File: config.mk
export PLATFORM = sky130hd
export DESIGN_NAME = aer_out_event_fifo
export DESIGN_NICKNAME = d
export VERILOG_FILES = /design/src/rtl/snn_aer_pkg.sv /design/src/rtl/aer_sync_fifo_mem.sv /design/src/rtl/aer_out_event_fifo.sv
export SDC_FILE = /design/constraint.sdc
export NUM_CORES = 1
export LEC_CHECK = 0
export CAP_MARGIN = 5
export CORE_ASPECT_RATIO = 1.5
export CORE_MARGIN = 5
export CORE_UTILIZATION = 40
export CTS_CLUSTER_DIAMETER = 80
export DETAILED_ROUTE_END_ITERATION = 8
export GPL_TIMING_DRIVEN = 0
export PLACE_DENSITY = 0.54
export SLEW_MARGIN = 25
export SYNTH_ARGS = -nofsm -noshare
export SYNTH_HDL_FRONTEND = slang
export SYNTH_SLANG_ARGS = --single-unit
File: constraint.sdc
create_clock -name clk -period 3.75 [get_ports clk]
set_input_delay 0.75 -clock clk [delete_from_list [all_inputs] [get_ports clk]]
set_output_delay 0.75 -clock clk [all_outputs]
set_load 0.05 [all_outputs]
File: src/rtl/snn_aer_pkg.sv
// Shared AER types: handshake FSM state encodings and the event type-field width.
package snn_aer_pkg;

  // Width of the event-type field carried in the top bits of an event address.
  localparam int AER_TYPE_W = 2;

  // Input-side handshake states.
  typedef enum logic {
    S_IN_IDLE = 1'b0,
    S_IN_HOLD = 1'b1
  } aer_in_state_t;

  // Output-side handshake states.
  typedef enum logic [1:0] {
    S_OUT_IDLE = 2'd0,
    S_OUT_REQ  = 2'd1,
    S_OUT_REL  = 2'd2
  } aer_out_state_t;

endpackage

File: src/rtl/aer_sync_fifo_mem.sv
// Event storage: DEPTH x ADDR_W register array, one synchronous write port,
// one asynchronous read port. Contents are not reset; validity is tracked by
// the pointers in the parent.
module aer_sync_fifo_mem #(
  parameter int DEPTH  = 16,
  parameter int ADDR_W = 11
) (
  input  logic                     clk,
  input  logic                     we,
  input  logic [$clog2(DEPTH)-1:0] waddr,
  input  logic [ADDR_W-1:0]        wdata,
  input  logic [$clog2(DEPTH)-1:0] raddr,
  output logic [ADDR_W-1:0]        rdata
);

  logic [ADDR_W-1:0] mem [DEPTH];

  // Write the accepted event into its slot.
  always_ff @(posedge clk) begin
    if (we) mem[waddr] <= wdata;
  end

  assign rdata = mem[raddr];

endmodule

File: src/rtl/aer_out_event_fifo.sv
// Output event FIFO between the core-event arbiter and the next layer's AERIN.
// Accepts events with a 4-phase handshake, replays them in order with a second
// 4-phase handshake, and counts accepted events per sample.
//
// Handshake semantics (both sides): REQ rises with ADDR stable; ACK rises to
// take the event; REQ falls; ACK falls. Input side: the event is captured on
// the edge where IN_REQ is seen high in IN_IDLE with the FIFO not full.
// Output side: the entry is popped on the edge where OUT_ACK is seen high
// while OUT_REQ is asserted; OUT_REQ is never raised while OUT_ACK is high.
module aer_out_event_fifo
  import snn_aer_pkg::*;
#(
  parameter int ADDR_W = 11,
  parameter int DEPTH  = 16,
  parameter int CNT_W  = 16
) (
  input  logic                     clk,
  input  logic                     rst,
  input  logic                     IN_REQ,
  input  logic [ADDR_W-1:0]        IN_ADDR,
  output logic                     IN_ACK,
  output logic                     OUT_REQ,
  output logic [ADDR_W-1:0]        OUT_ADDR,
  input  logic                     OUT_ACK,
  input  logic                     CNT_CLR,
  output logic [CNT_W-1:0]         EVT_CNT,
  output logic [$clog2(DEPTH):0]   FIFO_LVL,
  output logic                     FULL,
  output logic                     EMPTY,
  output aer_in_state_t            in_state_dbg,
  output aer_out_state_t           out_state_dbg
);

  localparam int PTR_W = $clog2(DEPTH);
  localparam int LVL_W = PTR_W + 1;
  localparam logic [LVL_W-1:0] LVL_FULL = LVL_W'(DEPTH);

  aer_in_state_t  in_state, in_state_nx;
  aer_out_state_t out_state, out_state_nx;

  logic [PTR_W-1:0]  wptr, rptr;
  logic [LVL_W-1:0]  lvl_q, lvl_nx;
  logic              full_q, empty_q;
  logic [ADDR_W-1:0] head_addr, out_addr_q;
  logic [CNT_W-1:0]  cnt_q;
  logic              push, pop, out_load;

  // Push and pop are decided from registered flags only, so a pop at FULL
  // only frees a slot for the input side on the following cycle.
  assign push     = (in_state == S_IN_IDLE) && IN_REQ && !full_q;
  assign pop      = (out_state == S_OUT_REQ) && OUT_ACK;
  assign out_load = (out_state == S_OUT_IDLE) && !empty_q && !OUT_ACK;

  aer_sync_fifo_mem #(
    .DEPTH  (DEPTH),
    .ADDR_W (ADDR_W)
  ) u_mem (
    .clk   (clk),
    .we    (push),
    .waddr (wptr),
    .wdata (IN_ADDR),
    .raddr (rptr),
    .rdata (head_addr)
  );

  // Input FSM state register.
  always_ff @(posedge clk or posedge rst) begin
    if (rst) in_state <= S_IN_IDLE;
    else     in_state <= in_state_nx;
  end

  // Input FSM next state: capture, then hold ACK until REQ drops.
  always_comb begin
    in_state_nx = in_state;
    unique case (in_state)
      S_IN_IDLE: if (push)    in_state_nx = S_IN_HOLD;
      S_IN_HOLD: if (!IN_REQ) in_state_nx = S_IN_IDLE;
      default:                in_state_nx = S_IN_IDLE;
    endcase
  end

  // Input FSM outputs.
  always_comb begin
    IN_ACK = (in_state == S_IN_HOLD);
  end

  // Output FSM state register.
  always_ff @(posedge clk or posedge rst) begin
    if (rst) out_state <= S_OUT_IDLE;
    else     out_state <= out_state_nx;
  end

  // Output FSM next state: present head, pop on ACK, wait for ACK release.
  always_comb begin
    out_state_nx = out_state;
    unique case (out_state)
      S_OUT_IDLE: if (out_load) out_state_nx = S_OUT_REQ;
      S_OUT_REQ:  if (OUT_ACK)  out_state_nx = S_OUT_REL;
      S_OUT_REL:  if (!OUT_ACK) out_state_nx = S_OUT_IDLE;
      default:                  out_state_nx = S_OUT_IDLE;
    endcase
  end

  // Output FSM outputs.
  always_comb begin
    OUT_REQ = (out_state == S_OUT_REQ);
  end

  // Occupancy after this edge's push/pop; simultaneous push and pop cancel.
  always_comb begin
    lvl_nx = lvl_q;
    unique case ({push, pop})
      2'b10:   lvl_nx = lvl_q + LVL_W'(1);
      2'b01:   lvl_nx = lvl_q - LVL_W'(1);
      default: lvl_nx = lvl_q;
    endcase
  end

  // Pointers, occupancy flags and the presented output address.
  always_ff @(posedge clk or posedge rst) begin
    if (rst) begin
      wptr       <= '0;
      rptr       <= '0;
      lvl_q      <= '0;
      full_q     <= 1'b0;
      empty_q    <= 1'b1;
      out_addr_q <= '0;
    end else begin
      if (push)     wptr <= wptr + PTR_W'(1);
      if (pop)      rptr <= rptr + PTR_W'(1);
      lvl_q   <= lvl_nx;
      full_q  <= (lvl_nx == LVL_FULL);
      empty_q <= (lvl_nx == '0);
      if (out_load) out_addr_q <= head_addr;
    end
  end

  // Accepted-event counter: clear wins over count, but a coincident push counts as the first event.
  always_ff @(posedge clk or posedge rst) begin
    if (rst) begin
      cnt_q <= '0;
    end else if (CNT_CLR) begin
      cnt_q <= push ? CNT_W'(1) : '0;
    end else if (push && (cnt_q != '1)) begin
      cnt_q <= cnt_q + CNT_W'(1);
    end
  end

  assign OUT_ADDR      = out_addr_q;
  assign EVT_CNT       = cnt_q;
  assign FIFO_LVL      = lvl_q;
  assign FULL          = full_q;
  assign EMPTY         = empty_q;
  assign in_state_dbg  = in_state;
  assign out_state_dbg = out_state;

endmodule

==> results of run 1 <==
cells by family after synthesis:
group / Yosys count / share of synthesized area (%)
fa+ha+maj: 8 / 1.113
xor+xnor: 20 / 2.032
buf+inv: 33 / 1.698
simple gates: 104 / 6.527
mux: 68 / 13.71
flops: 221 / 71.32
compound gates: 49 / 3.604
area by class of cell:
cell class | instances | share of cell area [%]
Buffer | 23 | 1.081
Tap cell | 276 | 3.244
Multi-Input combinational cell | 249 | 22.79
Clock inverter | 10 | 1.457
Timing Repair Buffer | 53 | 4.983
Sequential cell | 221 | 60.23
Clock buffer | 30 | 5.841
Inverter | 10 | 0.3761
power breakdown:
group | switching (mW) | total (mW) | internal (mW)
Sequential | 0.157 | 3.07 | 2.91
Combinational | 1.41 | 2.45 | 1.03
Clock | 0.900 | 2.34 | 1.44
Total | 2.47 | 7.85 | 5.38
sequential cells by signal, indices dropped and copies added (netlist names):
register       flops
FIFO_LVL           5
rptr               4
EMPTY              1
IN_ACK             1
u_mem.mem        176
OUT_ADDR          11
wptr               4
FULL               1
EVT_CNT           16
out_state_dbg      2
worst max-delay path, delay by kind of cell:
family	cells	cell delay (ps)
AO/OA/AOI/OAI	2	240
adder cells (fa/ha/maj)	1	320
buffers and inverters	3	860
AND/OR/NAND/NOR	4	1300
layer usage:
metal | part of all wire (%) | wire length, microns | up-vias
met4 | 1.5 | 283 | 0
met2 | 56 | 11020 | 92
met5 | 0 | 0 | -
li1 | - | - | 2138
met3 | 3.6 | 699 | 20
met1 | 39 | 7516 | 2424
cell usage in the layout, fill, tap and decap left out, types with 3 or more instances in the layout:
| cell | n |
|---|---|
| edfxtp_1 | 176 |
| clkdlybuf4s50_1 | 53 |
| dfrtp_1 | 44 |
| mux4_2 | 44 |
| mux2i_1 | 23 |
| clkbuf_16 | 23 |
| nor2_1 | 22 |
| and2_1 | 17 |
| xnor2_1 | 16 |
| nand2_1 | 14 |
| nor3_1 | 13 |
| o22ai_1 | 12 |
| a21o_1 | 11 |
| clkbuf_1 | 10 |
| nand4_1 | 9 |
| a21oi_1 | 8 |
| ha_1 | 8 |
| buf_1 | 7 |
| inv_1 | 7 |
| o21ai_0 | 7 |
| buf_4 | 6 |
| buf_2 | 5 |
| nand3_1 | 5 |
| nor3b_1 | 5 |
| bufinv_16 | 4 |
| nand2b_1 | 3 |
| nor4_1 | 3 |
| a211oi_1 | 3 |
| xor2_1 | 3 |
| clkinv_2 | 3 |
path summary, 6_finish.rpt:
path | slack (ps) | end | cells past startpoint | startpoint
worst max-delay path | 660 | FULL | 10 | IN_REQ
worst max register to register | 950 | FULL | 9 | IN_ACK
worst min-delay path | 480 | OUT_ADDR[7] | 1 | OUT_ADDR[7]
worst min register to register | 480 | OUT_ADDR[7] | 1 | OUT_ADDR[7]
max in group asynchronous | 2640 | wptr[3] | 2 | rst
min in group asynchronous | 690 | EVT_CNT[6] | 2 | rst
==> summary.txt, run 1 <==
Outcome: finished clean
EDFF count, synth: 176
Area of the multi-input gates: 2426 sq um
Synth top area cells: edfxtp_1 (59%), dfrtp_1 (12%), mux4_2 (11%), mux2i_1 (2.6%), xnor2_1 (1.6%)
Via density: 5.360
Top_reg_cell synth: edfxtp_1
Final min period: 3086 ps
Post-DP Area: 9869 sq um
Die Y: 193.6 microns
DPL Wire Length: 13.02 mm
Critical Path AT: 3490 ps
CP max stage delay: 490 ps
Starting DRT DRC Count: 232
# hold bufs at CTS: 0
Finished Layout Cells: 872
Unrepaired setup endpoints after global routing: false
Mapped Area: 8991 sq um
Static Leak: 3.614 nW
Peak supply drop: 269.0 uV
Grt ovf: 0
FF+latch area: 6412 sq um
Ant diodes: 0
Total power: 7.855 mW
Cell area after layout: 10,650 sq um
Routed Antenna Nets: 0
Cell taking the most area after synthesis: edfxtp_1
Post-layout util: 47.92%
Crit path launch type: input port
First-pass GRT wire length: 30.07 mm
Die span in x: 132.4 microns
Max Slew Vio Count: 0
Met2 GRT Util: 29.00%
Fillers: 1,837
Post-CTS Setup Bufs: 0
GR Util All Layers: 15.10%
Worst skew pair latency: 500 ps
Hold Crit Class: register to register
Clock Skew: 16.37 ps
Register bit total from synthesis: 221
Core Area: 22,220 sq um
Routability cong.: 0.8364
Fmax: 0.3240 GHz
Cts bufs inserted: 22
Syn Nets: 527
CTS tree: yes
Sequential fraction of the synthesis area: 71.32%
Detailed Routing Iterations Pass 1: 4
Met1 usage: 17.33%
Dpl ws: 145.8 ps
Required time of the critical path: 4160 ps
Initial antenna violation count: 0
Number of port buffers: 53
Worst Setup End Kind: register
Distinct cells, synth: 49
GR peak layer: met2
Top cells by count, synth: edfxtp_1 (176), dfrtp_1 (44), mux4_2 (44)
Vias in the first global route: 5,206
Synthesized instance count: 503
H-tree levels: 1
Initial core utilization: 40.47%
Io pins: 55
Slowest stage cell, crit path: or3b_2
Bufs on Longest Clock Path: 3
Share of cells above drive strength 1: 17.11%
Final WS setup: 663.9 ps
Drt total wl: 19.52 mm
Largest net degree at the start of global routing: 46
Row Count: 67
Post-synth top area share: 58.78%
Clock sink count: 221
Clk root buf: clkbuf_16
Post-synth ARST share: 20.36%
Setup TNS: 0 ps
Top-count cell post-synth: edfxtp_1
Global routing usage on met3: 2.388%
Crit path cell chain: clkdlybuf4s50_1 -> nor3b_4 -> inv_2 -> ha_1 -> buf_2 -> or3b_2 -> nor4_1 -> o31ai_1 -> o31a_1 -> nor3b_1
Crit path kind: input port to register
Area grow syn2layout: 18.41%
Post-placement cell count: 832
Nets: 604
PwrDens: 737.8 nW/um^2
Synth warn: 0
Routed len/inst: 22.38 microns
Vias: 4,674
Hold Violations, Final: 0
MaxCap Viol Count: 0
Syn Area/Cell: 17.87 sq um
Measured slew at the worst slew-check pin: 936.3 ps
PostCTS Resize Cnt: 0
Worst-path clk slew: 60 ps
Crit path max fanout: 10
Number of remaining DRC errors: 0
Hold WS: 480.0 ps
Endpoints failing setup: 0
Die area: 25,640 sq um
Max transition margin: 37.58%
Fin crit share: 82.30%
No activity file was read; power rests on OpenSTA's default activity.
==> inputs of run 2 (changes only) <==
==> constraint.sdc (replaced) <==
create_clock -name clk -period 3 [get_ports clk]
set_input_delay 0.6 -clock clk [delete_from_list [all_inputs] [get_ports clk]]
set_output_delay 0.6 -clock clk [all_outputs]
set_load 0.05 [all_outputs]
==> run 2 against run 1 <==
  * Sequential cell count stayed put
  * Worst setup slack got worse by 400 ps
  * Critical path depth rose by 1
  * Die area stayed put
  * Clock power up 25%
  * First-iteration DRC count rose by 9.5%
  * Cell count grew 0.34%
  * Worst hold slack is essentially flat
  * Critical endpoint unchanged
  * Largest cell class unchanged
==> summary.txt, run 2 (same netlist as run 1, synthesis figures left out) <==
Outcome: finished clean
Fin crit share: 91.30%
First-pass GRT wire length: 30.07 mm (unchanged)
R2r setup slk: 390 ps (-560 ps)
GR Util All Layers: 15.10% (unchanged)
Die area: 25,640 sq um (unchanged)
Critical Path AT: 3150 ps (-340 ps)
Core Area: 22,220 sq um (unchanged)
Static Leak: 3.629 nW (+0.42%)
Io pins: 55 (unchanged)
Clock Skew: 17.08 ps (+0.7111 ps)
Post-layout util: 48.04% (+0.11 points)
Crit path kind: input port to register
Clock sink count: 221 (unchanged)
Unrepaired setup endpoints after global routing: false
Ant diodes: 0 (unchanged)
Max Slew Vio Count: 0 (unchanged)
Measured slew at the worst slew-check pin: 898.4 ps (-37.87 ps)
Crit path launch type: input port
Vias: 4,682 (+0.17%)
Hold Crit Class: register to register
Post-placement cell count: 832 (unchanged)
Final min period: 2739 ps
Reg-to-reg critical path endpoint: FULL
Grt ovf: 0 (unchanged)
Row Count: 67 (unchanged)
Cts bufs inserted: 22 (unchanged)
Finished Layout Cells: 875 (+0.34%)
Vias in the first global route: 5,206 (unchanged)
PwrDens: 920.7 nW/um^2 (+25%)
Worst Setup End Kind: register
Largest Register: u_mem.mem
Slowest stage cell, crit path: or3b_2
Bufs on Longest Clock Path: 3 (unchanged)
Crit path max fanout: 10 (unchanged)
Worst-path clk slew: 60 ps (about the same)
Via density: 5.351 (-0.17%)
CP startpoint: IN_REQ
Crit path cell chain: clkdlybuf4s50_1 -> nor3b_4 -> buf_4 -> inv_2 -> ha_1 -> buf_2 -> or3b_2 -> nor4_1 -> o31ai_1 -> o31a_1 -> nor3b_1
H-tree levels: 1 (unchanged)
Worst Reg-to-Reg Cells: 10 (+1)
Delay-heaviest family, CP: simple AND/OR/NAND/NOR gates
Largest net degree at the start of global routing: 46 (unchanged)
Endpoints failing setup: 0 (unchanged)
Detailed Routing Iterations Pass 1: 4 (unchanged)
Routability cong.: 0.8364 (unchanged)
Hold WS: 480.0 ps (+0.02800 ps)
Number of port buffers: 53 (unchanged)
Initial antenna violation count: 0 (unchanged)
Die span in x: 132.4 microns (unchanged)
Area grow syn2layout: 18.69%
Clk root buf: clkbuf_16
Critical R2R Launch: IN_ACK
MaxCap Viol Count: 0 (unchanged)
Drt total wl: 19.50 mm (about the same)
Routed Antenna Nets: 0 (unchanged)
Hold Violations, Final: 0 (unchanged)
Commonest non-fill, non-tap cells in the layout: edfxtp_1 (176), clkdlybuf4s50_1 (53), dfrtp_1 (44), mux4_2 (44)
Worst setup path endpoint: FULL
Initial core utilization: 40.47% (unchanged)
Max transition margin: 40.11% (+2.5 points)
Fmax: 0.3651 GHz
Nets: 607 (+0.50%)
Share of cells above drive strength 1: 17.70% (+0.58 points)
CTS tree: yes
Max reg flops: 176 (unchanged)
# hold bufs at CTS: 0 (unchanged)
DPL Wire Length: 13.02 mm (unchanged)
Routed len/inst: 22.29 microns (-0.42%)
Required time of the critical path: 3410 ps (-750 ps)
Fillers: 1,834 (-0.16%)
Cell depth of the worst setup path: 11 (+1)
Peak supply drop: 337.4 uV (+25%)
Total power: 9.825 mW (+25%)
Worst skew pair latency: 500 ps (about the same)
Starting DRT DRC Count: 254 (+9.5%)
Die Y: 193.6 microns (unchanged)
Number of remaining DRC errors: 0 (unchanged)
Commonest non-fill, non-tap cell in the layout: edfxtp_1
CP max stage delay: 490 ps (about the same)
Crit path buffers/inverters: 4 (+1)
## run 2: layer usage
layer	track usage, %	vias up	routed length [microns]
li1	-	2140	-
met1	17.33	2433	7532
met2	29.00	89	11060
met3	2.388	20	626
met4	3.660	0	283
met5	0	-	0
## run 2: metrics by stage
stage	setup slack [ps]	cell area (sq um)	setup TNS, ps
2_1_floorplan	371.6	8991	0
3_3_place_gp	-414.3	9867	-19280
3_5_place_dp	-454.2	9869	-31210
4_1_cts	34.89	10650	0
5_1_grt	21.96	10670	0
6_report	261.1	10670	0
## run 2: cell type report
class,count,area (sq um),area share (%)
multi-input combinational,249,2429,22.76
clock inverter,10,155.1,1.454
buffer,23,115.1,1.079
clock buffer,30,621.8,5.827
tap,276,345.3,3.236
timing repair buffer,56,553.0,5.182
inverter,10,40.04,0.3752
sequential,221,6412,60.09
## run 2: power by group
group / leakage, nW / total [mW] / switching [mW] / internal [mW]
clock network: 0.378 / 2.92 / 1.12 / 1.80
logic: 1.09 / 3.07 / 1.77 / 1.30
registers: 2.16 / 3.83 / 0.197 / 3.64
## run 2: worst min path at each step
stage               cells after the start           to        start
floorplan                               1      wptr[3]      wptr[3]
global placement                        1  OUT_ADDR[0]  OUT_ADDR[0]
detailed placement                      1  OUT_ADDR[7]  OUT_ADDR[7]
CTS                                     1  OUT_ADDR[7]  OUT_ADDR[7]
global route                            1  OUT_ADDR[6]  OUT_ADDR[6]
finish                                  1  OUT_ADDR[7]  OUT_ADDR[7]
## run 2: worst reg2reg max path, stage by stage, from the launching register on
cell and delay, ps:
dfrtp_1 430, nor3b_4 190, buf_4 180, inv_2 120
ha_1 300, buf_2 170, or3b_2 500, nor4_1 200
o31ai_1 120, o31a_1 130, nor3b_1 190
## run 2: timing repair
action / in CTS / in global routing
resized for setup: 0 / 1
endpoints found under the setup margin: 0 / 2
buffers inserted: 0 / 3
==> inputs of run 3 (changes only) <==
--- a/config.mk
+++ b/config.mk
@@ -7,12 +7,11 @@
 export LEC_CHECK = 0
 export CAP_MARGIN = 5
 export CORE_ASPECT_RATIO = 1.5
-export CORE_MARGIN = 5
+export CORE_MARGIN = 4
 export CORE_UTILIZATION = 40
 export CTS_CLUSTER_DIAMETER = 80
 export DETAILED_ROUTE_END_ITERATION = 8
 export GPL_TIMING_DRIVEN = 0
-export PLACE_DENSITY = 0.54
 export SLEW_MARGIN = 25
 export SYNTH_ARGS = -nofsm -noshare
 export SYNTH_HDL_FRONTEND = slang
==> run 3 against run 2 <==
  * Via count up 1.8%
  * Critical path depth down 1
  * Critical endpoint unchanged
  * Core utilization up 0.32 points
==> summary.txt, run 3 (same netlist as run 1, synthesis figures left out) <==
Worst-path clk slew: 70 ps (about the same)
Largest net degree at the start of global routing: 28 (-39%)
Fmax: 0.3537 GHz (-3.1%)
Starting DRT DRC Count: 272 (+7.1%)
Dpl ws: -460.4 ps (-6.251 ps)
Drt total wl: 19.09 mm (-2.1%)
Worst Setup End Kind: register
Hold Violations, Final: 0 (unchanged)
Share of cells above drive strength 1: 17.42% (-0.28 points)
Cts bufs inserted: 20 (-9.1%)
Unrepaired setup endpoints after global routing: false
Required time of the critical path: 3380 ps (-30 ps)
Clock sink count: 221 (unchanged)
Crit path kind: input port to register
CTS tree: yes
Largest Register: u_mem.mem
Routed Antenna Nets: 0 (unchanged)
Row Count: 66 (-1.5%)
Die area: 24,990 sq um (-2.5%)
Crit path max fanout: 7 (-3)
Clk root buf: clkbuf_16
Ant diodes: 0 (unchanged)
Die span in x: 130.4 microns (-1.5%)
Area grow syn2layout: 17.69%
Setup TNS: 0 ps (unchanged)
Critical Path AT: 3210 ps (+60 ps)
Initial core utilization: 41.09% (+0.61 points)
Commonest non-fill, non-tap cell in the layout: edfxtp_1
Endpoints failing setup: 0 (unchanged)
Vias: 4,767 (+1.8%)
Nets: 607 (unchanged)
Initial antenna violation count: 0 (unchanged)
Max transition margin: 36.02% (-4.1 points)
FF+latch area: 6412 sq um (unchanged)
Post-layout util: 48.35% (+0.32 points)
Routability cong.: 0.8314 (-0.60%)
Worst Reg-to-Reg Cells: 9 (-1)
Die Y: 191.6 microns (-1.0%)
GR Util All Layers: 15.94% (+0.84 points)
Final WS setup: 172.7 ps (-88.33 ps)
Crit path cell chain: clkdlybuf4s50_1 -> nand3b_2 -> nor2_1 -> xor2_1 -> ha_1 -> or3b_2 -> nor4_1 -> o31ai_1 -> o31a_1 -> nor3b_1
# hold bufs at CTS: 0 (unchanged)
First-pass GRT wire length: 30.28 mm (+0.71%)
Fin crit share: 94.24% (+2.9 points)
Final min period: 2827 ps (+88.33 ps)
Number of remaining DRC errors: 0 (unchanged)
Bufs on Longest Clock Path: 3 (unchanged)
DPL Wire Length: 12.92 mm (-0.79%)
Outcome: finished clean
Max reg flops: 176 (unchanged)
Vias in the first global route: 5,252 (+0.88%)
Area of the multi-input gates: 2426 sq um (-0.10%)
Via density: 5.486 (+2.5%)
Fillers: 1,842 (+0.44%)
Hold Crit Class: input port to asynchronous set/reset pin
Measured slew at the worst slew-check pin: 959.6 ps (+61.21 ps)
Max Slew Vio Count: 0 (unchanged)
Core Area: 21,880 sq um (-1.5%)
Worst skew pair latency: 490 ps (about the same)
Io pins: 55 (unchanged)
Commonest non-fill, non-tap cells in the layout: edfxtp_1 (176), clkdlybuf4s50_1 (53), dfrtp_1 (44), mux4_2 (44), mux2i_1 (23)
Static Leak: 3.598 nW (-0.86%)
H-tree levels: 1 (unchanged)
Grt ovf: 0 (unchanged)
MaxCap Viol Count: 0 (unchanged)
Peak supply drop: 471.2 uV (+40%)
Clock Skew: 11.57 ps (-5.514 ps)
Routed len/inst: 21.96 microns (-1.5%)
CP max stage delay: 540 ps (+50 ps)
Detailed Routing Iterations Pass 1: 4 (unchanged)
Crit path launch type: input port
PwrDens: 895.8 nW/um^2 (-2.7%)
Number of port buffers: 53 (unchanged)
Slowest stage cell, crit path: clkdlybuf4s50_1
[run 3: cell types whose count changed in the layout (fill, tap and decap cells not counted)]
cell        delta
buf_4          +1
clkbuf_1       -1
inv_2          +1
buf_12         +1
bufinv_16      -2
clkinv_2       +1
clkbuf_16      -2
clkinvlp_4     -1
nor2_2         -1
inv_4          -1
nor2_1         +1
inv_6          +1
[run 3: worst max-delay path, delay by kind of cell]
family / cells / cell delay, ps
AO/OA/AOI/OAI: 2 / 250
AND/OR/NAND/NOR: 5 / 1360
XOR/XNOR: 1 / 170
buffers and inverters: 1 / 540
adder cells (fa/ha/maj): 1 / 270
[run 3: area by class of cell]
class,count,share of cell area (%)
Buffer,23,1.088
Clock buffer,27,5.368
Clock inverter,9,0.9578
Inverter,10,0.3547
Multi-Input combinational cell,249,22.93
Sequential cell,221,60.60
Tap cell,272,3.216
Timing Repair Buffer,58,5.487
[run 3: final timing paths]
path / startpoint / endpoint / slack [ps]
worst max-delay path: OUT_ACK / FULL / 170
worst max register to register: out_state_dbg[1] / FULL / 290
worst min register to register: OUT_ADDR[3] / OUT_ADDR[3] / 480
min in group clk: OUT_ADDR[3] / OUT_ADDR[3] / 480
max in group asynchronous: rst / EVT_CNT[14] / 2040
worst min-delay path: rst / FIFO_LVL[2] / 430
[run 3: stage by stage]
stage	cells	power (mW)	cell area (sq um)	hold slack [ps]
after floorplan	503	6.051	8991	493.1
after global placement	828	6.917	9862	465.0
after detailed placement	829	6.992	9882	465.4
after CTS	865	9.578	10550	438.9
after global routing	869	9.933	10580	486.8
final	869	9.479	10580	434.2
[run 3: where the power goes]
part | leakage [nW] | switching [mW] | internal [mW]
clock network | 0.332 | 1.08 | 1.51
registers | 2.16 | 0.191 | 3.64
logic | 1.11 | 1.76 | 1.30
[run 3: metal layers]
layer	share of wire (%)	track usage [%]
met1	40	19.40
met2	55	29.05
met3	2.9	1.976
met4	2.8	5.305
met5	0	0
[run 3: what timing repair did]
| item | 4_1_cts | 5_1_grt |
|---|---|---|
| setup buffers | 0 | 4 |
| endpoints found under the setup margin | 0 | 2 |
| gates resized for setup | 0 | 0 |
